<file path="config.mk">
export PLATFORM = sky130hd
export DESIGN_NAME = fp_add_align_flat
export DESIGN_NICKNAME = d
export VERILOG_FILES = /design/src/rtl/fp_add_align_pkg.sv /design/src/rtl/fp_add_align_if.sv /design/src/rtl/fp_rshift.sv /design/src/rtl/fp_add_align.sv /design/src/flat_wrapper.sv
export SDC_FILE = /design/constraint.sdc
export NUM_CORES = 1
export LEC_CHECK = 0
export ABC_CLOCK_PERIOD_IN_PS = 5000
export BUFFER_PORTS_ARGS = -buffer_cell sky130_fd_sc_hd__buf_2
export CAP_MARGIN = 5
export CORE_MARGIN = 1
export CORE_UTILIZATION = 55
export DETAILED_ROUTE_END_ITERATION = 8
export PLACE_DENSITY = 0.86
export SYNTH_ARGS = -nofsm -noshare
export SYNTH_HDL_FRONTEND = slang
export SYNTH_SLANG_ARGS = --single-unit
</file>
<file path="constraint.sdc">
create_clock -name clk -period 5 [get_ports clk]
set_input_delay 0.25 -clock clk [delete_from_list [all_inputs] [get_ports clk]]
set_output_delay 0.25 -clock clk [all_outputs]
set_load 0.1 [all_outputs]
</file>
<file path="src/rtl/fp_add_align_pkg.sv">
// Shared constants for the adder front end: operand field positions and the
// layout of the aligned magnitude word handed to normalize-and-round.
package fp_add_align_pkg;

  // Default operand format (single precision).
  localparam int unsigned EXPONENT_DEF = 8;
  localparam int unsigned MANTISSA_DEF = 23;

  // Guard bits appended below the fraction in the magnitude word.
  localparam int unsigned GUARD_BITS = 2;

  // Operand field slices for the default format.
  localparam int unsigned SIGN_POS = EXPONENT_DEF + MANTISSA_DEF;
  localparam int unsigned EXP_MSB  = EXPONENT_DEF + MANTISSA_DEF - 1;
  localparam int unsigned EXP_LSB  = MANTISSA_DEF;
  localparam int unsigned FRAC_MSB = MANTISSA_DEF - 1;
  localparam int unsigned FRAC_LSB = 0;

  // Magnitude layout for the default format:
  // [MAG_W-1:MAG_W-2] headroom, [HIDDEN_POS] hidden one, fraction, guard bits.
  localparam int unsigned HIDDEN_POS = MANTISSA_DEF + GUARD_BITS;
  localparam int unsigned MAG_W      = MANTISSA_DEF + 3 + GUARD_BITS;

  // Same quantities for an arbitrary format.
  function automatic int unsigned f_sign_pos(int unsigned e, int unsigned m);
    return e + m;
  endfunction

  function automatic int unsigned f_hidden_pos(int unsigned m);
    return m + GUARD_BITS;
  endfunction

  function automatic int unsigned f_mag_w(int unsigned m);
    return m + 3 + GUARD_BITS;
  endfunction

endpackage

</file>
<file path="src/rtl/fp_add_align_if.sv">
// Operand and result streams of the adder front end, with valid/ready on each.
interface fp_add_align_if
  import fp_add_align_pkg::*;
#(
  parameter int unsigned EXPONENT = EXPONENT_DEF,
  parameter int unsigned MANTISSA = MANTISSA_DEF
);
  localparam int unsigned OP_W  = EXPONENT + MANTISSA + 1;
  localparam int unsigned MAG_L = f_mag_w(MANTISSA);

  logic              in_valid;
  logic              in_ready;
  logic [OP_W-1:0]   a_i;
  logic [OP_W-1:0]   b_i;
  logic              out_valid;
  logic              out_ready;
  logic              sum_sign;
  logic [MAG_L-1:0]  sum_unsigned;
  logic [EXPONENT-1:0] sum_exp;

  // Producer of operands / consumer of results.
  modport master (
    output in_valid, a_i, b_i, out_ready,
    input  in_ready, out_valid, sum_sign, sum_unsigned, sum_exp
  );

  // The adder stage itself.
  modport slave (
    input  in_valid, a_i, b_i, out_ready,
    output in_ready, out_valid, sum_sign, sum_unsigned, sum_exp
  );
endinterface

</file>
<file path="src/rtl/fp_rshift.sv">
// Logarithmic barrel right shifter; counts of W or more give zero.
module fp_rshift #(
  parameter int unsigned W    = 28,
  parameter int unsigned SH_W = 5
) (
  input  logic [W-1:0]    data_i,
  input  logic [SH_W-1:0] shamt_i,
  output logic [W-1:0]    data_o
);

  logic [W-1:0] stage;

  // One conditional power-of-two shift per count bit, then saturate.
  always_comb begin
    stage = data_i;
    for (int unsigned i = 0; i < SH_W; i++) begin
      if (shamt_i[i]) stage = stage >> (1 << i);
    end
    data_o = (32'(shamt_i) >= W) ? '0 : stage;
  end

endmodule

</file>
<file path="src/rtl/fp_add_align.sv">
// Two-stage add/sub front end: stage 1 orders and aligns operands, stage 2
// shifts the smaller magnitude and adds or subtracts. Elastic on both sides.
module fp_add_align
  import fp_add_align_pkg::*;
#(
  parameter int unsigned EXPONENT = EXPONENT_DEF,
  parameter int unsigned MANTISSA = MANTISSA_DEF
) (
  input  logic          clk,
  input  logic          rst_n,
  input  logic          clear,
  fp_add_align_if.slave bus
);

  localparam int unsigned SGN    = f_sign_pos(EXPONENT, MANTISSA);
  localparam int unsigned EXP_HI = SGN - 1;
  localparam int unsigned EXP_LO = MANTISSA;
  localparam int unsigned HID    = f_hidden_pos(MANTISSA);
  localparam int unsigned MW     = f_mag_w(MANTISSA);
  localparam int unsigned SAT    = MANTISSA + 3;
  localparam int unsigned SH_W   = $clog2(SAT + 1);

  // Place {hidden, frac} above the guard bits; a zero exponent is a zero.
  function automatic logic [MW-1:0] to_mag(logic [EXPONENT-1:0] e,
                                           logic [MANTISSA-1:0] f);
    logic [MW-1:0] m;
    m = '0;
    if (e != '0) begin
      m[HID] = 1'b1;
      m[GUARD_BITS +: MANTISSA] = f;
    end
    return m;
  endfunction

  // Handshake
  logic s1_valid, s2_valid;
  logic s1_adv, s2_adv;

  assign s2_adv       = !s2_valid || bus.out_ready;
  assign s1_adv       = !s1_valid || s2_adv;
  assign bus.in_ready = s1_adv;
  assign bus.out_valid = s2_valid;

  // Stage 1 combinational: order operands by magnitude, clamp exponent gap
  logic                       a_ge_b;
  logic [SGN-1:0]             l_op, s_op;
  logic                       l_sign;
  logic [EXPONENT-1:0]        l_exp, s_exp, gap;
  logic [SH_W-1:0]            gap_sat;
  logic [MW-1:0]              l_mag, s_mag;

  always_comb begin
    a_ge_b  = bus.a_i[SGN-1:0] >= bus.b_i[SGN-1:0];
    l_op    = a_ge_b ? bus.a_i[SGN-1:0] : bus.b_i[SGN-1:0];
    s_op    = a_ge_b ? bus.b_i[SGN-1:0] : bus.a_i[SGN-1:0];
    l_sign  = a_ge_b ? bus.a_i[SGN] : bus.b_i[SGN];
    l_exp   = l_op[EXP_HI:EXP_LO];
    s_exp   = s_op[EXP_HI:EXP_LO];
    gap     = l_exp - s_exp;
    gap_sat = (32'(gap) > SAT) ? SH_W'(SAT) : SH_W'(gap);
    l_mag   = to_mag(l_exp, l_op[MANTISSA-1:0]);
    s_mag   = to_mag(s_exp, s_op[MANTISSA-1:0]);
  end

  // Stage 1 registers
  logic                s1_sign_l, s1_sub;
  logic [EXPONENT-1:0] s1_exp_l;
  logic [MW-1:0]       s1_mag_l, s1_mag_s;
  logic [SH_W-1:0]     s1_gap;

  // Accept a new pair whenever stage 1 can move; clear empties it.
  always_ff @(posedge clk or negedge rst_n) begin
    if (!rst_n) begin
      s1_valid  <= 1'b0;
      s1_sign_l <= 1'b0;
      s1_sub    <= 1'b0;
      s1_exp_l  <= '0;
      s1_mag_l  <= '0;
      s1_mag_s  <= '0;
      s1_gap    <= '0;
    end else if (clear) begin
      s1_valid <= 1'b0;
    end else if (s1_adv) begin
      s1_valid <= bus.in_valid;
      if (bus.in_valid) begin
        s1_sign_l <= l_sign;
        s1_sub    <= bus.a_i[SGN] ^ bus.b_i[SGN];
        s1_exp_l  <= l_exp;
        s1_mag_l  <= l_mag;
        s1_mag_s  <= s_mag;
        s1_gap    <= gap_sat;
      end
    end
  end

  // Stage 2 combinational: align and combine
  logic [MW-1:0] s_shifted, sum_raw;

  fp_rshift #(
    .W    (MW),
    .SH_W (SH_W)
  ) u_rshift (
    .data_i  (s1_mag_s),
    .shamt_i (s1_gap),
    .data_o  (s_shifted)
  );

  assign sum_raw = s1_sub ? (s1_mag_l - s_shifted) : (s1_mag_l + s_shifted);

  // Result register; holds while the consumer stalls.
  always_ff @(posedge clk or negedge rst_n) begin
    if (!rst_n) begin
      s2_valid         <= 1'b0;
      bus.sum_sign     <= 1'b0;
      bus.sum_unsigned <= '0;
      bus.sum_exp      <= '0;
    end else if (clear) begin
      s2_valid <= 1'b0;
    end else if (s2_adv) begin
      s2_valid <= s1_valid;
      if (s1_valid) begin
        bus.sum_sign     <= (s1_sub && sum_raw == '0) ? 1'b0 : s1_sign_l;
        bus.sum_unsigned <= sum_raw;
        bus.sum_exp      <= s1_exp_l;
      end
    end
  end

endmodule

</file>
<file path="src/flat_wrapper.sv">
// flat-port wrapper written by rule: the top's interface ports become plain ports
module fp_add_align_flat import fp_add_align_pkg::*;
#(
  parameter int unsigned EXPONENT = EXPONENT_DEF,
  parameter int unsigned MANTISSA = MANTISSA_DEF
)
  (clk, rst_n, clear, bus_in_valid, bus_a_i, bus_b_i, bus_out_ready, bus_in_ready, bus_out_valid, bus_sum_sign, bus_sum_unsigned, bus_sum_exp);
  fp_add_align_if #(.EXPONENT(EXPONENT), .MANTISSA(MANTISSA)) bus_i ();
  input  logic clk;
  input  logic rst_n;
  input  logic clear;
  input wire logic [$bits(bus_i.in_valid)-1:0] bus_in_valid;
  input wire logic [$bits(bus_i.a_i)-1:0] bus_a_i;
  input wire logic [$bits(bus_i.b_i)-1:0] bus_b_i;
  input wire logic [$bits(bus_i.out_ready)-1:0] bus_out_ready;
  output wire logic [$bits(bus_i.in_ready)-1:0] bus_in_ready;
  output wire logic [$bits(bus_i.out_valid)-1:0] bus_out_valid;
  output wire logic [$bits(bus_i.sum_sign)-1:0] bus_sum_sign;
  output wire logic [$bits(bus_i.sum_unsigned)-1:0] bus_sum_unsigned;
  output wire logic [$bits(bus_i.sum_exp)-1:0] bus_sum_exp;
  assign bus_i.in_valid = bus_in_valid;
  assign bus_i.a_i = bus_a_i;
  assign bus_i.b_i = bus_b_i;
  assign bus_i.out_ready = bus_out_ready;
  assign bus_in_ready = bus_i.in_ready;
  assign bus_out_valid = bus_i.out_valid;
  assign bus_sum_sign = bus_i.sum_sign;
  assign bus_sum_unsigned = bus_i.sum_unsigned;
  assign bus_sum_exp = bus_i.sum_exp;
  fp_add_align #(.EXPONENT(EXPONENT), .MANTISSA(MANTISSA)) u_core (.clk(clk), .rst_n(rst_n), .clear(clear), .bus(bus_i));
endmodule
</file>
==> results.md <==
* Area of the core at roughly 0.017 mm^2
* Fin. Hold Viols at 0
* Fin worst setup slack at 0.142 ns
* Total die area at 0.0181 mm^2
* Synth Warn # at 0
* Via count at 9429
* Final net count at roughly 1500
* DPL Wire Length at 20700 um
* Placed Area at roughly 0.011 mm^2
* GRT Overall Usage at 0.300
* Final ANT Viol Nets at 0
* Clock skew at 0.0121 ns
* Hold depth at 2
* CP Data Arrival Time at 5.09 ns
* Most common cell after layout, fill and taps aside: nand2_1
* Synth Flop Type: dfrtp_1
* Outcome: finished clean
* Hold slack at 0.110 ns
* CTS tree: done
* Synthesized Nets at between 1000 and 1500
* Pre-CTS worst setup slack at 0.0449 ns
* Pin count of the biggest net entering global routing at 74
* Syn Area/Cell at 7.95 um^2
* CP required at 5.24 ns
* Drt pass-1 iters at 7
* FP Rows at 48
* DRT iter0 DRCs at 982
* CP max stage cell: mux4_1
* Starting Density at 0.561
* R2R depth at 18
* Worst Path Max Fanout at 32
* Critical path capture point type: register
* # placed instances at 1519
* CTS Buf Count at 9
* Async S/R FF share, synth at 1.00
* Sink Count at 102
* Final std cells w/o fill at roughly 1500
* Crit-path cells: buf_12, buf_4, mux4_1, a221o_1, o21ai_1, or2_1, ha_1, a211oi_1, o21ai_0, a31oi_2, nor4_1, o21ai_0, nor4_1, nor3_1, a211oi_1, xnor2_1, and4_1, a31oi_1
* VDD IR max at 0.389 mV
* # diodes at 0
* CTS clk-pin slew, worst paths at 0.08 ns
* Largest stage delay on the critical path at 0.59 ns
* WL final at around 27000 um
* Worst slew pin tran at around 1.1 ns
* Clock latency on the worst-skew pair at ~0.37 ns
* Ratio of cells with drive above 1 in the final layout at 0.165
* Port Buffer Count at 107
* DR WL/cell at roughly 17 um
* Worst Path Buf+Inv at 2
* Yosys cell types at 81
* Worst min path class: primary input to register
* Critical Path Start Type: register
* Area grow syn2layout at 13.6%
* Min cycle time layout at 4.86 ns
* Synthesized instance count at 1213
* # DRC at 0
* Setup TNS at 0 ns
* Commonest cells after routing, fill and taps aside: nand2_1 (178), o21ai_0 (112), buf_2 (106)
* Post-route cell area at approximately 0.011 mm^2
* Tcrit/Tclk final at 0.972
* Family with the most delay on the worst path: compound AO/OA/AOI/OAI gates
* Seq/Total Area, Yosys at 0.265
* Leak at 0.00541 uW
* Clk root buf: clkbuf_16
* Maxcap violations at 0
* Ports at 108
* Chip width at 134 um
* Pwr dens at about 420 mW/mm^2
* Die height at 134 um
* Fmax at 0.206 GHz
* R2R Setup Slk at roughly 0.14 ns
* Global-route wire length before repair at 43200 um
* H-tree depth at 3
* Initial antenna violation count at 1
* Longest Clk Path Bufs at 2
* Critical path depth in cells at 18
* GPL Wtd Cong at 1.00
* Endpoints failing setup at 0
* Register bit total from synthesis at 102
* Worst setup path class: register to register
* Max-slew headroom at 0.291
* DR vias/cell at 6.13
* Slew Viols, Final at 0
* RSZ-0062 raised after global routing: yes
* GRT overflow at 0
* Number of global-route vias before repair at 8521
* Mapped cell area at ~0.0096 mm^2
* Post-synth EDFFs at 0
## power by group
group / switching, uW / internal [uW] / leakage (uW)
clock network: 331 / 472 / 0.000167
registers: 160 / 1010 / 0.00127
logic: 1860 / 793 / 0.00397
## worst paths after layout
check / start / to
setup reg to reg: u_core.s1_gap[0] / u_core.bus.sum_sign
hold reg to reg: u_core.bus.sum_unsigned[3] / u_core.bus.sum_unsigned[3]
max in group asynchronous: rst_n / u_core.s1_mag_l[6]
min in group asynchronous: rst_n / u_core.bus.sum_unsigned[27]
setup / recovery: u_core.s1_gap[0] / u_core.bus.sum_sign
hold / removal: clear / u_core.s1_valid
## layer usage
layer	up-vias	global-route usage	share of wire
li1	4502	-	-
met1	4370	0.415	0.44
met2	488	0.467	0.45
met3	67	0.0484	0.082
met4	2	0.118	0.030
met5	-	0	0.00052
## final cells by class
type	instances	area (um^2)
Timing Repair Buffer	148	873
Clock buffer	11	253
Clock inverter	5	86.3
Inverter	82	312
Sequential cell	102	2550
Fill cell	1520	6230
Tap cell	225	282
Multi-Input combinational cell	965	6590
## per-stage QoR
stage / util / total power, uW
2_1_floorplan: - / 3130
3_3_place_gp: 0.613 / 3710
3_5_place_dp: 0.613 / 3750
4_1_cts: 0.633 / 4560
5_1_grt: 0.637 / 4860
6_report: 0.637 / 4620
## registers in the layout (all words and copies together), names as in the netlist
signal                   flops
u_core.s1_exp_l              8
u_core.bus.sum_sign          1
u_core.s1_sign_l             1
u_core.bus.sum_exp           8
u_core.s1_sub                1
u_core.s1_mag_l             24
u_core.s1_gap                5
u_core.bus.out_valid         1
u_core.bus.sum_unsigned     28
u_core.s1_mag_s             24
u_core.s1_valid              1
## kinds of logic after synthesis
group,synth area share
AND/OR/NAND/NOR,0.202
AO/OA/AOI/OAI,0.230
buffers and inverters,0.0587
flip-flops,0.265
adder cells (fa/ha/maj),0.116
multiplexers,0.0999
XOR/XNOR,0.0282
## synthesized netlist by cell type (3+ instances only)
library cell	count	area, um^2
nand4_1	9	56.3
nor3_1	23	115
o31a_1	4	35.0
nand2_1	178	668
mux4_1	4	105
and3_1	6	37.5
inv_1	81	304
dfrtp_1	102	2550
buf_1	9	33.8
nand2b_1	17	106
o21bai_1	9	67.6
mux4_2	7	158
or2_2	3	18.8
a211oi_1	20	150
buf_2	8	40.0
ha_1	88	1100
mux2i_1	55	551
o211ai_1	8	60.1
a211o_1	7	61.3
or3_1	10	62.6
o32a_1	8	80.1
nand3b_1	4	30.0
xnor2_1	20	175
mux2_2	12	135
clkbuf_1	46	173
a21oi_1	86	430
o21ai_0	117	586
o31ai_1	9	67.6
a21oi_2	4	35.0
a21o_1	17	128
nor3b_1	5	37.5
nand3_1	16	80.1
xor2_1	11	96.3
nor4_1	10	62.6
and2_1	8	50.1
nor2_1	102	383
nor2b_1	14	87.6
a31oi_1	13	81.3
a2111oi_0	6	52.6
## worst reg2reg max path, cell delays in order (launching register included)
cell      delay [ns]
dfrtp_1         0.39
buf_12          0.23
buf_4           0.21
mux4_1          0.59
a221o_1         0.38
o21ai_1         0.19
or2_1           0.18
ha_1            0.25
a211oi_1        0.13
o21ai_0         0.27
a31oi_2         0.20
nor4_1          0.35
o21ai_0         0.20
nor4_1          0.34
nor3_1          0.10
a211oi_1        0.26
xnor2_1         0.17
and4_1          0.22
a31oi_1         0.08
## timing repair
item                       4_1_cts  5_1_grt
hold buffers                     1        0
gates resized for setup          0       18
hold endpoints to repair        29        0
setup buffers                    0        2
setup endpoints to repair        0        6
No activity file was read; power rests on OpenSTA's default activity.
